[src/rtl/conv_pkg.sv]
// Shared definitions for the 3x3 convolution feeder path.
//  - state_e  : sequencer states
//  - CTRL_*   : kernel3x3 ctrl[3:0] codes per phase
//  - tag_t    : per-cycle output tag {valid, msb, last}
//  - weight_nibble(): pick k[r][c] out of the packed 36-bit weight word
package conv_pkg;

  typedef enum logic [2:0] {
    ST_IDLE,
    ST_LOAD_W,
    ST_LSB,
    ST_MSB,
    ST_FLUSH
  } state_e;

  localparam logic [3:0] CTRL_IDLE  = 4'b0000;
  localparam logic [3:0] CTRL_WLOAD = 4'b0001;
  localparam logic [3:0] CTRL_LSB   = 4'b0010;
  localparam logic [3:0] CTRL_MSB   = 4'b1100;

  localparam int unsigned WLOAD_CYCLES = 5;

  typedef struct packed {
    logic valid;
    logic msb;
    logic last;
  } tag_t;

  // k[r][c] lives at bits [4*(3r+c) +: 4]
  function automatic logic [3:0] weight_nibble(input logic [35:0] w,
                                               input int unsigned r,
                                               input int unsigned c);
    logic [35:0] shifted;
    shifted = w >> (4 * (3 * r + c));
    return shifted[3:0];
  endfunction

endpackage

[src/rtl/kernel3x3_feeder_tag_delay_line.sv]
// tag_delay_line: fixed-depth shift register carrying per-cycle tags so they
// line up with the kernel's serial result bytes.
// Ports:
//  clk        in  clock, rising edge
//  clr_n      in  synchronous clear, active low (empties every stage)
//  push_i     in  tag entering the line this cycle
//  tail_o     out tag leaving the line (pushed DEPTH cycles earlier)
//  occupied_o out some stage holds a tag with bit OCC_BIT set
module tag_delay_line #(
  parameter int WIDTH   = 3,
  parameter int DEPTH   = 8,
  parameter int OCC_BIT = 2
) (
  input  logic             clk,
  input  logic             clr_n,
  input  logic [WIDTH-1:0] push_i,
  output logic [WIDTH-1:0] tail_o,
  output logic             occupied_o
);

  logic [WIDTH-1:0] line_q [DEPTH];

  always_ff @(posedge clk) begin
    if (!clr_n) begin
      for (int i = 0; i < DEPTH; i++) line_q[i] <= '0;
    end else begin
      line_q[0] <= push_i;
      for (int i = 1; i < DEPTH; i++) line_q[i] <= line_q[i-1];
    end
  end

  assign tail_o = line_q[DEPTH-1];

  always_comb begin
    occupied_o = 1'b0;
    for (int i = 0; i < DEPTH; i++) occupied_o = occupied_o | line_q[i][OCC_BIT];
  end

endmodule

[src/rtl/kernel3x3_feeder.sv]
// kernel3x3_feeder: sequencer in front of kernel3x3. Loads nine shift-code
// weights into the PE array, then streams 3-row pixel columns as LSB/MSB
// cycle pairs, and emits a delayed tag stream aligned with the kernel's
// serial 8-bit result.
// Ports:
//  clk, rst_n               clock / synchronous active-low reset
//  w_valid, w_data, w_ready weight set handshake (accepted only in IDLE)
//  s_valid, s_data, s_last  pixel column stream {row3,row2,row1}
//  s_ready                  high in the LSB slot only
//  k_ctrl, k_in1..k_in3     drive kernel3x3 ctrl and row inputs
//  o_valid, o_msb, o_last   tag for the kernel output byte of this cycle
//  busy                     frame in progress or real tags still in flight
module kernel3x3_feeder
  import conv_pkg::*;
#(
  parameter int OUT_LAT     = 8,
  parameter int FLUSH_PAIRS = 4
) (
  input  logic        clk,
  input  logic        rst_n,
  input  logic        w_valid,
  input  logic [35:0] w_data,
  output logic        w_ready,
  input  logic        s_valid,
  input  logic [23:0] s_data,
  input  logic        s_last,
  output logic        s_ready,
  output logic [3:0]  k_ctrl,
  output logic [7:0]  k_in1,
  output logic [7:0]  k_in2,
  output logic [7:0]  k_in3,
  output logic        o_valid,
  output logic        o_msb,
  output logic        o_last,
  output logic        busy
);

  localparam int FLUSH_CYC = 2 * FLUSH_PAIRS;
  localparam int CNT_MAX   = (FLUSH_CYC > int'(WLOAD_CYCLES)) ? FLUSH_CYC : int'(WLOAD_CYCLES);
  localparam int CNT_W     = $clog2(CNT_MAX);

  state_e           state_q, state_d;
  logic [CNT_W-1:0] cnt_q, cnt_d;
  logic [35:0]      w_q, w_d;
  logic [23:0]      pix_q, pix_d;
  logic             pix_vld_q, pix_vld_d;
  logic             pix_last_q, pix_last_d;
  tag_t             push_tag, out_tag;
  logic             tags_in_flight;
  int unsigned      wcol;

  always_comb begin
    state_d    = state_q;
    cnt_d      = cnt_q;
    w_d        = w_q;
    pix_d      = pix_q;
    pix_vld_d  = pix_vld_q;
    pix_last_d = pix_last_q;
    push_tag   = '0;
    w_ready    = 1'b0;
    s_ready    = 1'b0;
    k_ctrl     = CTRL_IDLE;
    k_in1      = '0;
    k_in2      = '0;
    k_in3      = '0;
    // Column 2 is fed first so it shifts furthest (into PE3), column 0 last.
    wcol       = (cnt_q < 2) ? 2 : (cnt_q < 4) ? 1 : 0;

    case (state_q)
      ST_IDLE: begin
        w_ready = 1'b1;
        if (w_valid) begin
          w_d     = w_data;
          cnt_d   = '0;
          state_d = ST_LOAD_W;
        end
      end

      ST_LOAD_W: begin
        k_ctrl = CTRL_WLOAD;
        k_in1  = {4'b0, weight_nibble(w_q, 0, wcol)};
        k_in2  = {4'b0, weight_nibble(w_q, 1, wcol)};
        k_in3  = {4'b0, weight_nibble(w_q, 2, wcol)};
        cnt_d  = cnt_q + 1'b1;
        if (cnt_q == CNT_W'(WLOAD_CYCLES - 1)) state_d = ST_LSB;
      end

      ST_LSB: begin
        k_ctrl  = CTRL_LSB;
        s_ready = 1'b1;
        // A missing column still consumes a pair: the array never stalls.
        if (s_valid) begin
          {k_in3, k_in2, k_in1} = s_data;
          pix_d      = s_data;
          pix_vld_d  = 1'b1;
          pix_last_d = s_last;
          push_tag   = '{valid: 1'b1, msb: 1'b0, last: 1'b0};
        end else begin
          pix_d      = '0;
          pix_vld_d  = 1'b0;
          pix_last_d = 1'b0;
        end
        state_d = ST_MSB;
      end

      ST_MSB: begin
        k_ctrl = CTRL_MSB;
        {k_in3, k_in2, k_in1} = pix_q;
        push_tag = '{valid: pix_vld_q, msb: 1'b1, last: pix_vld_q & pix_last_q};
        if (pix_vld_q && pix_last_q) begin
          cnt_d   = '0;
          state_d = ST_FLUSH;
        end else begin
          state_d = ST_LSB;
        end
      end

      ST_FLUSH: begin
        // cnt_q[0] gives the LSB/MSB phase of each drain pair.
        k_ctrl   = cnt_q[0] ? CTRL_MSB : CTRL_LSB;
        push_tag = '{valid: 1'b0, msb: cnt_q[0], last: 1'b0};
        cnt_d    = cnt_q + 1'b1;
        if (cnt_q == CNT_W'(FLUSH_CYC - 1)) state_d = ST_IDLE;
      end

      default: state_d = ST_IDLE;
    endcase
  end

  always_ff @(posedge clk) begin
    if (!rst_n) begin
      state_q    <= ST_IDLE;
      cnt_q      <= '0;
      pix_vld_q  <= 1'b0;
      pix_last_q <= 1'b0;
    end else begin
      state_q    <= state_d;
      cnt_q      <= cnt_d;
      pix_vld_q  <= pix_vld_d;
      pix_last_q <= pix_last_d;
    end
  end

  always_ff @(posedge clk) begin
    w_q   <= w_d;
    pix_q <= pix_d;
  end

  // Reset clears the line too, so an aborted frame leaves no stray tags.
  tag_delay_line #(
    .WIDTH  (3),
    .DEPTH  (OUT_LAT),
    .OCC_BIT(2)
  ) u_tags (
    .clk       (clk),
    .clr_n     (rst_n),
    .push_i    (push_tag),
    .tail_o    (out_tag),
    .occupied_o(tags_in_flight)
  );

  assign o_valid = out_tag.valid;
  assign o_msb   = out_tag.msb;
  assign o_last  = out_tag.last;
  assign busy    = (state_q != ST_IDLE) | tags_in_flight;

endmodule

[config.mk]
export PLATFORM = sky130hd
export DESIGN_NAME = kernel3x3_feeder
export DESIGN_NICKNAME = d
export VERILOG_FILES = /design/src/rtl/conv_pkg.sv /design/src/rtl/kernel3x3_feeder_tag_delay_line.sv /design/src/rtl/kernel3x3_feeder.sv
export SDC_FILE = /design/constraint.sdc
export NUM_CORES = 1
export LEC_CHECK = 0
export CAP_MARGIN = 20
export CELL_PAD_IN_SITES_DETAIL_PLACEMENT = 1
export CELL_PAD_IN_SITES_GLOBAL_PLACEMENT = 1
export CORE_UTILIZATION = 30
export DETAILED_ROUTE_END_ITERATION = 8
export GPL_TIMING_DRIVEN = 0
export PLACE_DENSITY = 0.69
export SYNTH_ARGS = -nofsm -noshare
export SYNTH_HDL_FRONTEND = slang
export SYNTH_SLANG_ARGS = --single-unit
export TNS_END_PERCENT = 50
[constraint.sdc]
create_clock -name clk -period 3.25 [get_ports clk]
set_input_delay 0.975 -clock clk [delete_from_list [all_inputs] [get_ports clk]]
set_output_delay 0.975 -clock clk [all_outputs]
set_load 0.03 [all_outputs]
Word-level counts from Yosys, hierarchy flattened
Memories as Yosys holds them, arrays and structs flattened. Cells that the tools add are included.

Output and inout port bits: 34. Latch bits: 0. Logic and storage cells: 84. RAM bits: 24. Memories: 1. Memory bits (read-only): 0. Bits in registers: 68.

Divide/modulo/power cells: 0. Bitwise gates (word level): 17. Shift operators: 3. Muxes and demuxes: 34. Reductions and logical operators: 8. Order comparisons: 2. $add $sub $neg: 3. Multiply operators: 0. Equality and inequality tests: 10.

Memories: u_tags.line_q (depth 8, width 3, rd ports 8, clocked after memory_dff 0, write ports 8, line kernel3x3_feeder_tag_delay_line.sv:21) `logic [WIDTH-1:0] line_q [DEPTH];`.

Operators by type and width (count): one-hot mux 8 bit (3 select lines) (3); 2-to-1 mux 3 bit (15); right shift 36 x 4 -> 4 bit (1); right shift 36 x 5 -> 4 bit (1); right shift 36 x 6 -> 4 bit (1); 2-to-1 mux 8 bit (3); one-hot mux 3 bit (3 select lines) (2); OR 1 bit (16); one-hot mux 4 bit (4 select lines) (1); one-hot mux 3 bit (5 select lines) (1); equality test 3 bit, second input constant (3); != test 2 bit, second input constant (4); 2-to-1 mux 1 bit (7); equality test 3 x 2 -> 1 bit, second input constant (2); AND reduction 3 bit (2); nonzero test 3 bit (2); adder 3 x 2 -> 4 bit, first input constant (1); 2-to-1 mux 4 bit (1); adder 2 x 2 -> 3 bit, first input constant (1); adder 3 x 1 -> 3 bit, second input constant (1); equality test 3 x 1 -> 1 bit, second input constant (1); zero test 3 bit (1); less-than comparator 3 x 2 -> 1 bit, second input constant (1); less-than comparator 3 bit, second input constant (1); 5 further kinds (5).

Depth between registers and ports, before layout
Gate-level depths: netlist of run 1. An unclocked memory read counts as a cell.

Depth after elaboration: 9. Mapped depth: 6. Depth with buffers taken out: 4.

Modules after synthesis
Synthesis of run 1 repeated with hierarchy kept, for this count alone.

Cells, all modules: 309. Area, all modules: 3875.0 um^2.

By module, submodules not included: kernel3x3_feeder (area an instance 3171.8 um^2, seq. area each 1961.9 um^2, times used 1, cells an instance 253); tag_delay_line (area an instance 703.2 um^2, seq. area each 480.5 um^2, times used 1, cells an instance 56).

Least setup slack after synthesis of run 1
No wires, ideal clock.

Kind: register to output. From: reg state_q[0]. To: out s_ready. Arrival time: 2.984 ns. Path slack: -0.709 ns. Data required time: 2.275 ns. Stages on the path, launching flop included: 3. Path through: dfxtp_1 -> buf_4 -> nor3b_1.

Word-level cells in the longest chain between the ends: 2.

Ends and longest elaborated chain: from (decl) (line kernel3x3_feeder.sv:42) `state_e state_q, state_d;`; from (signal assigned) (line kernel3x3_feeder.sv:137) `state_q <= state_d;`; equality test 3 x 2 -> 1 bit (line kernel3x3_feeder.sv:69) `case (state_q)`; 2-to-1 mux 1 bit (line kernel3x3_feeder.sv:69); to (decl) (line kernel3x3_feeder.sv:27) `output logic s_ready,`.

Every way passes these cells.

Final worst setup path of run 1
From: in s_data[4]. To: out k_in1[4].

Word-level cells in the longest chain between the ends: 2.

Ends and longest elaborated chain: from (decl) (line kernel3x3_feeder.sv:25) `input logic [23:0] s_data,`; 2-to-1 mux 8 bit (line kernel3x3_feeder.sv:92) `if (s_valid) begin`; one-hot mux 8 bit (3 select lines) (line kernel3x3_feeder.sv:69); to (decl) (line kernel3x3_feeder.sv:29) `output logic [7:0] k_in1,`.

Every way passes these cells.

==> results.py, run 1 <==
metrics = {
    "setup_path": {
        "path_cells": "clkdlybuf4s50_1 -> and2_1 -> nand2b_1 -> a21oi_1 -> dlygate4sd2_1",
        "critPathBufInv": 2,
        "path_max_fanout": 2,
        "critical_path.top_delay_family": "buffers and inverters",
        "slowest_stage": "clkdlybuf4s50_1",
        "critPathKind": "input pin to output port",
        "reg2regPathDepth": 4,
        "path_depth": 5,
        "cp-start-kind": "input pin",
        "cp-end-kind": "output port",
        "max_stage_delay_ns": 0.48,
        "crit_required_ns": 2.27,
        "crit_arrival_ns": 2.22,
    },
    "sta": {
        "finalCritPeriodShare_pct": 98.4,
        "skew_ns": 0.00450,
        "rsz0062_at_grt": "yes",
        "hold_violations": 0,
        "fmax_mhz": 313,
        "maxSlewViolCount": 0,
        "period_needed_ns": 3.20,
        "tightest_slew_ns": 0.856,
        "slew_headroom_pct": 42.9,
        "finalSetupViolations": 0,
    },
    "power_and_ir_drop": {
        "vdd_ir_drop_max_v": 0.000355,
        "p_per_area_nw_per_um2": 550,
        "p_leak_nw": 1.89,
    },
    "die": {
        "die_area_um2": 13100,
        "floorplan.initialDensity_pct": 31.2,
        "pin_count": 99,
        "fp.dieH_um": 115,
        "core_um2": 12200,
        "rows": 40,
        "fp.dieW_um": 115,
    },
    "detailed_routing": {
        "postRouteAntennaNets": 0,
        "vias_per_cell": 4.52,
        "drtIter0Drc": 47,
        "drt-wirelength-per-cell_um": 15.6,
        "wl_um": 9210,
        "dr.pass1.iters": 4,
        "vias": 2665,
        "drcViolationCount": 0,
    },
    "synthesis": {
        "synth_area_leaders": "edfxtp_1, dfxtp_1, and2_1",
        "synthArstFlopShare_pct": 0,
        "avgSynthCellArea_um2": 12.4,
        "synthesis.area_um2": 3800,
        "yosysTopAreaCellShare_pct": 47.4,
        "synth_warnings": 0,
        "synthFlopType": "edfxtp_1",
        "synth.largest_area_cell": "edfxtp_1",
        "synth.most_common_cell": "edfxtp_1",
        "synth.net_count": 373,
        "synthCells": 306,
        "synth_seq_cells": 92,
        "synth_cell_types": 32,
        "synthTopCellsByCount": "edfxtp_1, and2_1, dfxtp_1",
        "synth_edf_count": 60,
        "seq_area_frac_synth_pct": 64.3,
    },
    "placed_design": {
        "dp_hpwl_um": 6730,
        "gp_congestion": 0.745,
        "place.port_buffers": 98,
        "placed_area_um2": 5030,
    },
    "outcome": {
        "status": "finished, final reports clean",
    },
    "clock_network": {
        "cts.clk_slew.worst_paths_ns": 0.06,
        "cts_root_buffer": "clkbuf_16",
        "cts_buffer_depth": 2,
        "tritoncts": "done",
        "h-tree-depth": 3,
        "postCtsSetupBuffers": 0,
        "clock-sinks": 92,
        "cts_made_buffers": 9,
        "clk_latency_ns": 0.34,
    },
    "cells_and_area": {
        "area_growth_pct": 39.7,
        "regArea_um2": 2440,
        "utilization_pct": 43.7,
        "n_antenna_cell": 0,
        "nFillCells": 1307,
        "final_nets": 483,
        "fin_area_um2": 5310,
        "final_layout_size_suffix_gt1_share_pct": 12.8,
        "multi_input_area_um2": 1230,
    },
    "worst_hold_path": {
        "hp-class": "flop to flop",
        "holdPathStages": 1,
    },
    "grt": {
        "antenna_found_initial": 0,
        "grt_overflow": 0,
        "grt_pass1_wl_um": 14800,
        "grt_pass1_vias": 2829,
        "gr-usage-all-layers_pct": 15.3,
        "grt_max_degree": 37,
    },
    "run": {
        "max_cap_viol_count": 0,
    },
}
## cells by family (layout without fill, tap and decap cells)
kind of cell / Yosys count / after routing / share of synthesized area, %
xor gates and xnor gates: 1 / 1 / 0.231
and+or+nand+nor: 110 / 110 / 15.9
muxes: 25 / 25 / 6.59
adders and majority gates: 2 / 2 / 0.658
AOI/OAI and AO/OA: 50 / 50 / 8.63
DFF: 92 / 92 / 64.3
buffers and inverters: 26 / 141 / 3.75
## placed cells by master (no fill, tap or decap), drive strengths merged, types with 3 or more instances in the layout
cell,instances
and2,47
nand2b,13
mux2i,25
buf,23
nand2,28
a21oi,14
dlygate4sd2,6
edfxtp,60
clkdlybuf4s15,8
nor3,3
inv,3
nand3,4
nor2,6
o2bb2ai,15
clkdlybuf4s50,72
nor4,3
o21ai,14
clkbuf,21
dfxtp,32
## worst register-to-register path: stages (launching register included)
cell,delay [ns]
dfxtp_1,0.30
buf_4,0.16
buf_4,0.17
nor3_1,0.35
and2_2,0.78
## sequential cells by signal, indices dropped and copies added, names as in the netlist
| signal | flops |
|---|---|
| pix_q | 24 |
| pix_vld_q | 1 |
| w_q | 36 |
| state_q | 3 |
| u_tags.line_q | 24 |
| cnt_q | 3 |
| pix_last_q | 1 |
## area by class of cell
cell class | count | area share [%]
Clock inverter | 6 | 1.65
Tap cell | 168 | 3.96
Sequential cell | 92 | 46.0
Buffer | 23 | 2.59
Multi-Input combinational cell | 188 | 23.1
Clock buffer | 10 | 4.31
Timing Repair Buffer | 99 | 18.1
Inverter | 3 | 0.236
## report_power, final
group / switching [mW] / internal [mW] / leakage [nW]
combinational: 0.259 / 0.204 / 0.916
clock: 0.441 / 0.674 / 0.147
sequential: 0.0204 / 1.32 / 0.824
total: 0.720 / 2.20 / 1.89
## stage by stage
step           instances  setup slack [ns]  power (mW)  TNS (ns)  hold WS [ns]
2_1_floorplan        306             0.379        1.63         0         0.406
6_report             589            0.0520        2.92         0         0.434
3_3_place_gp         572            -0.939        1.84    -18.08         0.414
3_5_place_dp         573            -0.954        1.86    -18.34         0.416
4_1_cts              589            0.0235        2.97         0         0.436
5_1_grt              589           -0.0193        3.05   -0.0193         0.444
## path summary, 6_finish.rpt
check	from	end	slack, ns
max	s_data[4]	k_in1[4]	0.05
min	u_tags.line_q[0][18]	u_tags.line_q[0][21]	0.43
max reg2reg	state_q[0]	w_q[15]	1.10
min reg2reg	u_tags.line_q[0][18]	u_tags.line_q[0][21]	0.43
## layer usage
| metal | track usage, % | wire length, µm | up-vias |
|---|---|---|---|
| met5 | 0 | 0 | - |
| li1 | - | - | 1315 |
| met2 | 25.9 | 4450 | 81 |
| met3 | 4.55 | 539 | 9 |
| met1 | 18.4 | 4080 | 1260 |
| met4 | 5.97 | 140 | 0 |
## timing repair
action / CTS / global route
setup endpoints to repair: 24 / 13
gates cloned: 0 / 0
hold buffers: 0 / 0
gates resized for setup: 62 / 20
(Power assumes the default switching activity.)
==> inputs of run 2 (changes only) <==
--- a/config.mk
+++ b/config.mk
@@ -10,9 +10,8 @@
 export CELL_PAD_IN_SITES_GLOBAL_PLACEMENT = 1
 export CORE_UTILIZATION = 30
 export DETAILED_ROUTE_END_ITERATION = 8
-export GPL_TIMING_DRIVEN = 0
-export PLACE_DENSITY = 0.69
+export DONT_BUFFER_PORTS = 1
+export PLACE_DENSITY = 0.56
 export SYNTH_ARGS = -nofsm -noshare
 export SYNTH_HDL_FRONTEND = slang
 export SYNTH_SLANG_ARGS = --single-unit
-export TNS_END_PERCENT = 50
==> run 2 against run 1 <==
Effect of this change: clock-buffer cell count fell by 1; die area did not move; clock power barely moved; critical path depth decreased by 1; sequential share of layout area is 8.5 points higher; combinational power fell by 26%; final cell count decreased by 14%; largest cell class unchanged; critical path type is now flop to output port.
==> results.py, run 2 (synthesis results as in run 1) <==
metrics = {
    "power_and_ir_drop": {
        "vdd_ir_drop_max_v": 0.000470,
        "p_per_area_nw_per_um2": 628,
        "p_leak_nw": 1.54,
        "finalPower_mw": 2.82,
    },
    "detailed_routing": {
        "postRouteAntennaNets": 0,
        "drt-wirelength-per-cell_um": 15.5,
        "drcViolationCount": 0,
        "wl_um": 7820,
        "drtIter0Drc": 121,
        "dr.pass1.iters": 4,
        "vias_per_cell": 4.58,
        "vias": 2313,
    },
    "sta": {
        "tightest_slew_ns": 0.756,
        "finalCritPeriodShare_pct": 87.6,
        "slew_headroom_pct": 49.5,
        "hold_violations": 0,
        "finalSetupViolations": 0,
        "whs_ns": 0.432,
        "period_needed_ns": 2.85,
        "maxSlewViolCount": 0,
        "finalSetupTns_ns": 0,
        "rsz0062_at_grt": "no",
        "skew_ns": 0.00545,
        "fmax_mhz": 351,
    },
    "clock_network": {
        "clk_latency_ns": 0.35,
        "cts.clk_slew.worst_paths_ns": 0.06,
        "cts_hold_buf": 0,
        "cts_root_buffer": "clkbuf_16",
        "cts_resized": 0,
        "cts_made_buffers": 9,
        "clock-sinks": 92,
        "tritoncts": "done",
        "cts_buffer_depth": 2,
        "postCtsSetupBuffers": 0,
        "h-tree-depth": 3,
    },
    "die": {
        "floorplan.initialDensity_pct": 31.2,
        "fp.dieH_um": 115,
        "pin_count": 99,
        "fp.dieW_um": 115,
        "rows": 40,
        "die_area_um2": 13100,
        "core_um2": 12200,
    },
    "run": {
        "max_cap_viol_count": 0,
    },
    "grt": {
        "grt_max_degree": 37,
        "grt_pass1_wl_um": 12200,
        "antenna_found_initial": 2,
        "gr-usage-all-layers_pct": 12.8,
        "grt_pass1_vias": 2299,
        "grt_overflow": 0,
    },
    "placed_design": {
        "dp_hpwl_um": 5360,
        "place.port_buffers": 0,
        "gp_congestion": 0.723,
    },
    "worst_hold_path": {
        "hp-class": "flop to flop",
    },
    "setup_path": {
        "path_max_fanout": 14,
        "crit_required_ns": 2.27,
        "crit_arrival_ns": 1.87,
        "cp-start-kind": "flop",
        "cp-end-kind": "output port",
        "critPathKind": "flop to output port",
    },
    "cells_and_area": {
        "layout_common_cells": "edfxtp_1, and2_1, buf_4, dfxtp_1, nand2_1",
        "largest_register": "w_q",
        "utilization_pct": 36.9,
        "final_common_cell": "edfxtp_1",
        "final_layout_size_suffix_gt1_share_pct": 16.5,
        "largestRegisters": "w_q (36), pix_q (24), u_tags.line_q (24)",
        "largest_reg_flops": 36,
        "area_growth_pct": 18.0,
        "final_nets": 396,
    },
    "outcome": {
        "status": "finished, final reports clean",
    },
}
## run 2: cell types whose count changed in the layout (fill, tap and decap cells not counted), moves of 2 or more
cell,change
inv_6,+2
buf_2,-15
clkbuf_2,-3
clkdlybuf4s50_1,-72
clkbuf_4,-2
buf_4,+30
diode_2,+3
clkbuf_1,-7
dlygate4sd2_1,-6
clkinvlp_4,-2
clkdlybuf4s15_2,-7
buf_6,-2
## run 2: metrics by stage
stage | instances | area (µm²) | setup WS [ns]
final | 505 | 4480 | 0.404
after global placement | 486 | 4160 | 0.700
after floorplan | 306 | 3800 | 0.379
after detailed placement | 486 | 4160 | 0.676
after CTS | 502 | 4480 | 0.365
after global routing | 504 | 4480 | 0.319
## run 2: critical path, cell delays in order (launching register included)
cell	delay, ns
dfxtp_1	0.45
or3b_1	0.47
clkinv_2	0.24
o2bb2ai_1	0.17
buf_4	0.19
## run 2: where the power goes
part | switching (mW) | internal (mW) | total [mW] | leakage, nW
logic | 0.221 | 0.121 | 0.342 | 0.564
clock network | 0.450 | 0.678 | 1.13 | 0.157
registers | 0.0235 | 1.32 | 1.35 | 0.824
total | 0.694 | 2.12 | 2.82 | 1.54
## run 2: path summary, 6_finish.rpt
kind / startpoint / endpoint / slack, ns / cells past startpoint
worst max-delay path: state_q[1] / k_in1[0] / 0.40 / 4
worst min-delay path: u_tags.line_q[0][19] / u_tags.line_q[0][22] / 0.43 / 1
worst min register to register: u_tags.line_q[0][19] / u_tags.line_q[0][22] / 0.43 / 1
worst max register to register: state_q[1] / pix_q[20] / 1.35 / 2
## run 2: final cells by class
class | count | area [µm²]
antenna | 3 | 7.51
clock buffer | 9 | 225
clock inverter | 7 | 96.3
fill | 1285 | 7680
inverter | 3 | 12.5
multi-input combinational | 188 | 1230
sequential | 92 | 2440
tap | 168 | 210
timing repair buffer | 35 | 263
## run 2: per-layer routing
metal / vias up / GRT usage [%] / routed length, µm
met5: - / 0 / 0
met4: 0 / 5.97 / 137
met3: 9 / 6.03 / 646
met2: 74 / 20.1 / 3600
met1: 1101 / 14.6 / 3440
li1: 1129 / - / -
==> inputs of run 3 (changes only) <==
--- a/config.mk
+++ b/config.mk
@@ -5,13 +5,13 @@
 export SDC_FILE = /design/constraint.sdc
 export NUM_CORES = 1
 export LEC_CHECK = 0
-export CAP_MARGIN = 20
+export ABC_AREA = 1
 export CELL_PAD_IN_SITES_DETAIL_PLACEMENT = 1
 export CELL_PAD_IN_SITES_GLOBAL_PLACEMENT = 1
 export CORE_UTILIZATION = 30
 export DETAILED_ROUTE_END_ITERATION = 8
 export DONT_BUFFER_PORTS = 1
-export PLACE_DENSITY = 0.56
+export PLACE_DENSITY = 0.58
 export SYNTH_ARGS = -nofsm -noshare
 export SYNTH_HDL_FRONTEND = slang
 export SYNTH_SLANG_ARGS = --single-unit
==> run 3 against run 2 <==
Effect of this change: combinational power grew 15%; critical path depth is the same; clock skew grew 0.0014 ns; register-to-register slack lost 0.27 ns; first-iteration DRC count shrank 45%; critical endpoint unchanged; largest cell class unchanged; non-clock buffer count shrank 13; fmax shrank 2.8%; synthesized cell count grew 26%.
==> results.py, run 3 <==
metrics = {
    "clock_network": {
        "tritoncts": "done",
        "cts_made_buffers": 9,
        "h-tree-depth": 3,
        "cts_buffer_depth": 2,
        "cts.clk_slew.worst_paths_ns": 0.07,
        "cts_hold_buf": 0,
        "clock-sinks": 92,
        "cts_root_buffer": "clkbuf_16",
        "clk_latency_ns": 0.34,
        "cts_resized": 0,
        "postCtsSetupBuffers": 0,
    },
    "synthesis": {
        "synthArstFlopShare_pct": 0,
        "synth_edf_count": 60,
        "synth.most_common_cell": "nand2_1",
        "synth_area_leaders": "edfxtp_1, dfxtp_1, nand2_1",
        "synthFlopType": "edfxtp_1",
        "synth.largest_area_cell": "edfxtp_1",
        "synth.net_count": 452,
        "synth_cell_types": 29,
        "seq_area_frac_synth_pct": 64.0,
        "yosysTopAreaCellShare_pct": 47.2,
        "synth_seq_cells": 92,
        "synthTopCellsByCount": "nand2_1, edfxtp_1, inv_1",
        "synthCells": 385,
        "synthesis.area_um2": 3810,
        "synth_warnings": 0,
        "avgSynthCellArea_um2": 9.91,
    },
    "power_and_ir_drop": {
        "seq_power_share_pct": 46.7,
        "swShare_pct": 26.6,
        "p_per_area_nw_per_um2": 654,
        "finalPower_mw": 2.89,
        "p_int_mw": 2.12,
        "power.combinational.fraction_pct": 13.7,
        "p_leak_nw": 1.97,
        "switching_power_mw": 0.767,
        "vdd_ir_drop_max_v": 0.000349,
        "clkPwrFrac_pct": 39.6,
    },
    "cells_and_area": {
        "multi_input_area_um2": 1050,
        "regArea_um2": 2440,
        "final_layout_size_suffix_gt1_share_pct": 14.1,
        "final_common_cell": "nand2_1",
        "largest_register": "w_q",
        "largestRegisters": "w_q (36), pix_q (24), u_tags.line_q (24)",
        "final_nets": 467,
        "largest_reg_flops": 36,
        "n_antenna_cell": 0,
        "area_growth_pct": 15.8,
        "layout_common_cells": "nand2_1, edfxtp_1, inv_1, dfxtp_1, buf_4",
        "nFillCells": 1404,
    },
    "sta": {
        "setup_slack_ns": 0.320,
        "finalCritPeriodShare_pct": 90.1,
        "maxSlewViolCount": 0,
        "skew_ns": 0.00688,
        "period_needed_ns": 2.93,
        "slew_headroom_pct": 55.4,
        "finalSetupTns_ns": 0,
        "tightest_slew_ns": 0.667,
        "rsz0062_at_grt": "no",
        "whs_ns": 0.410,
        "hold_violations": 0,
        "finalSetupViolations": 0,
        "fmax_mhz": 341,
    },
    "setup_path": {
        "cp-end-kind": "output port",
        "critPathBufInv": 1,
        "path_max_fanout": 19,
        "crit_arrival_ns": 1.95,
        "reg2reg_slack_ns": 1.08,
        "cp-endpoint": "k_in1[0]",
        "critical_path.top_delay_family": "simple AND/OR/NAND/NOR gates",
        "path_cells": "nor2_2 -> nand2_2 -> buf_4 -> o211ai_2",
        "critPathKind": "flop to output port",
        "r2r_start": "state_q[2]",
        "slowest_stage": "dfxtp_1",
        "cp-start-kind": "flop",
        "critical_path.startpoint": "state_q[2]",
        "max_stage_delay_ns": 0.46,
        "crit_required_ns": 2.27,
        "reg2regPathDepth": 7,
        "path_depth": 4,
        "r2r_end": "u_tags.line_q[0][2]",
    },
    "die": {
        "rows": 40,
        "pin_count": 99,
        "core_um2": 12200,
        "fp.dieW_um": 115,
        "die_area_um2": 13200,
        "fp.dieH_um": 115,
        "floorplan.initialDensity_pct": 31.2,
    },
    "detailed_routing": {
        "drcViolationCount": 0,
        "vias_per_cell": 4.36,
        "drt-wirelength-per-cell_um": 14.0,
        "drtIter0Drc": 66,
        "wl_um": 8020,
        "dr.pass1.iters": 3,
        "postRouteAntennaNets": 0,
        "vias": 2496,
    },
    "grt": {
        "grt_overflow": 0,
        "gr-usage-all-layers_pct": 13.4,
        "grt_pass1_vias": 2578,
        "antenna_found_initial": 0,
        "grt_pass1_wl_um": 13000,
        "grt_max_degree": 37,
    },
    "outcome": {
        "status": "finished, final reports clean",
    },
    "placed_design": {
        "gp_congestion": 0.818,
        "dp_hpwl_um": 5850,
        "place.port_buffers": 0,
        "dp_slack_ns": 0.664,
    },
    "run": {
        "max_cap_viol_count": 0,
    },
    "worst_hold_path": {
        "hp-class": "flop to flop",
    },
}
==> run 3: cell count changes after synthesis, moves of 13 or more <==
cell / change
nand3_1: +17
inv_1: +55
o2bb2ai_1: -15
nand2b_1: -13
and2_1: -47
mux2i_1: -25
nand2_1: +108
==> run 3: area by class of cell <==
class	instances	area share (%)
Clock inverter	7	2.41
Sequential cell	92	55.3
Clock buffer	9	5.10
Inverter	59	5.01
Multi-Input combinational cell	216	23.7
Timing Repair Buffer	22	3.74
Tap cell	168	4.76
==> run 3: how the worst min path moves through the flow <==
stage | startpoint | endpoint | cells past startpoint
6_report | u_tags.line_q[0][19] | u_tags.line_q[0][22] | 2
5_1_grt | u_tags.line_q[0][13] | u_tags.line_q[0][16] | 2
4_1_cts | u_tags.line_q[0][19] | u_tags.line_q[0][22] | 2
3_5_place_dp | u_tags.line_q[0][13] | u_tags.line_q[0][16] | 2
3_3_place_gp | u_tags.line_q[0][19] | u_tags.line_q[0][22] | 2
2_1_floorplan | u_tags.line_q[0][19] | u_tags.line_q[0][22] | 2
==> run 3: power by group through the flow <==
stage | Combinational [mW] | Sequential, mW | Clock (mW)
after global placement | 0.399 | 1.37 | 0
after floorplan | 0.314 | 1.37 | 0
after global routing | 0.443 | 1.36 | 1.23
final | 0.395 | 1.35 | 1.14
after CTS | 0.406 | 1.35 | 1.19
after detailed placement | 0.405 | 1.38 | 0
==> run 3: layer usage <==
layer	track usage (%)	routed length, µm
met1	15.4	3500
met2	22.1	3820
met3	6.17	635
met5	0	0
met4	4.94	61
==> run 3: cell families (layout without fill, tap and decap cells) <==
logic type | count (synthesis) | in the layout | share of synthesized area, %
buffers and inverters | 77 | 97 | 8.82
AOI/OAI and AO/OA | 33 | 33 | 6.40
adders and majority gates | 2 | 2 | 0.656
DFF | 92 | 92 | 64.0
and+or+nand+nor | 181 | 181 | 20.1
==> run 3: worst min-delay path: cells and delay by family, from the launching register on <==
family | cells | cell delay [ns]
flip-flops | 1 | 0.30
buffers and inverters | 1 | 0.03
AND/OR/NAND/NOR | 1 | 0.04
==> run 3: metrics by stage <==
stage	cell area (µm²)	std cells	util (%)
after floorplan	3820	385	-
after CTS	4420	573	36.2
after global placement	4090	557	33.5
after detailed placement	4090	557	33.5
final	4420	573	36.2
after global routing	4420	573	36.2
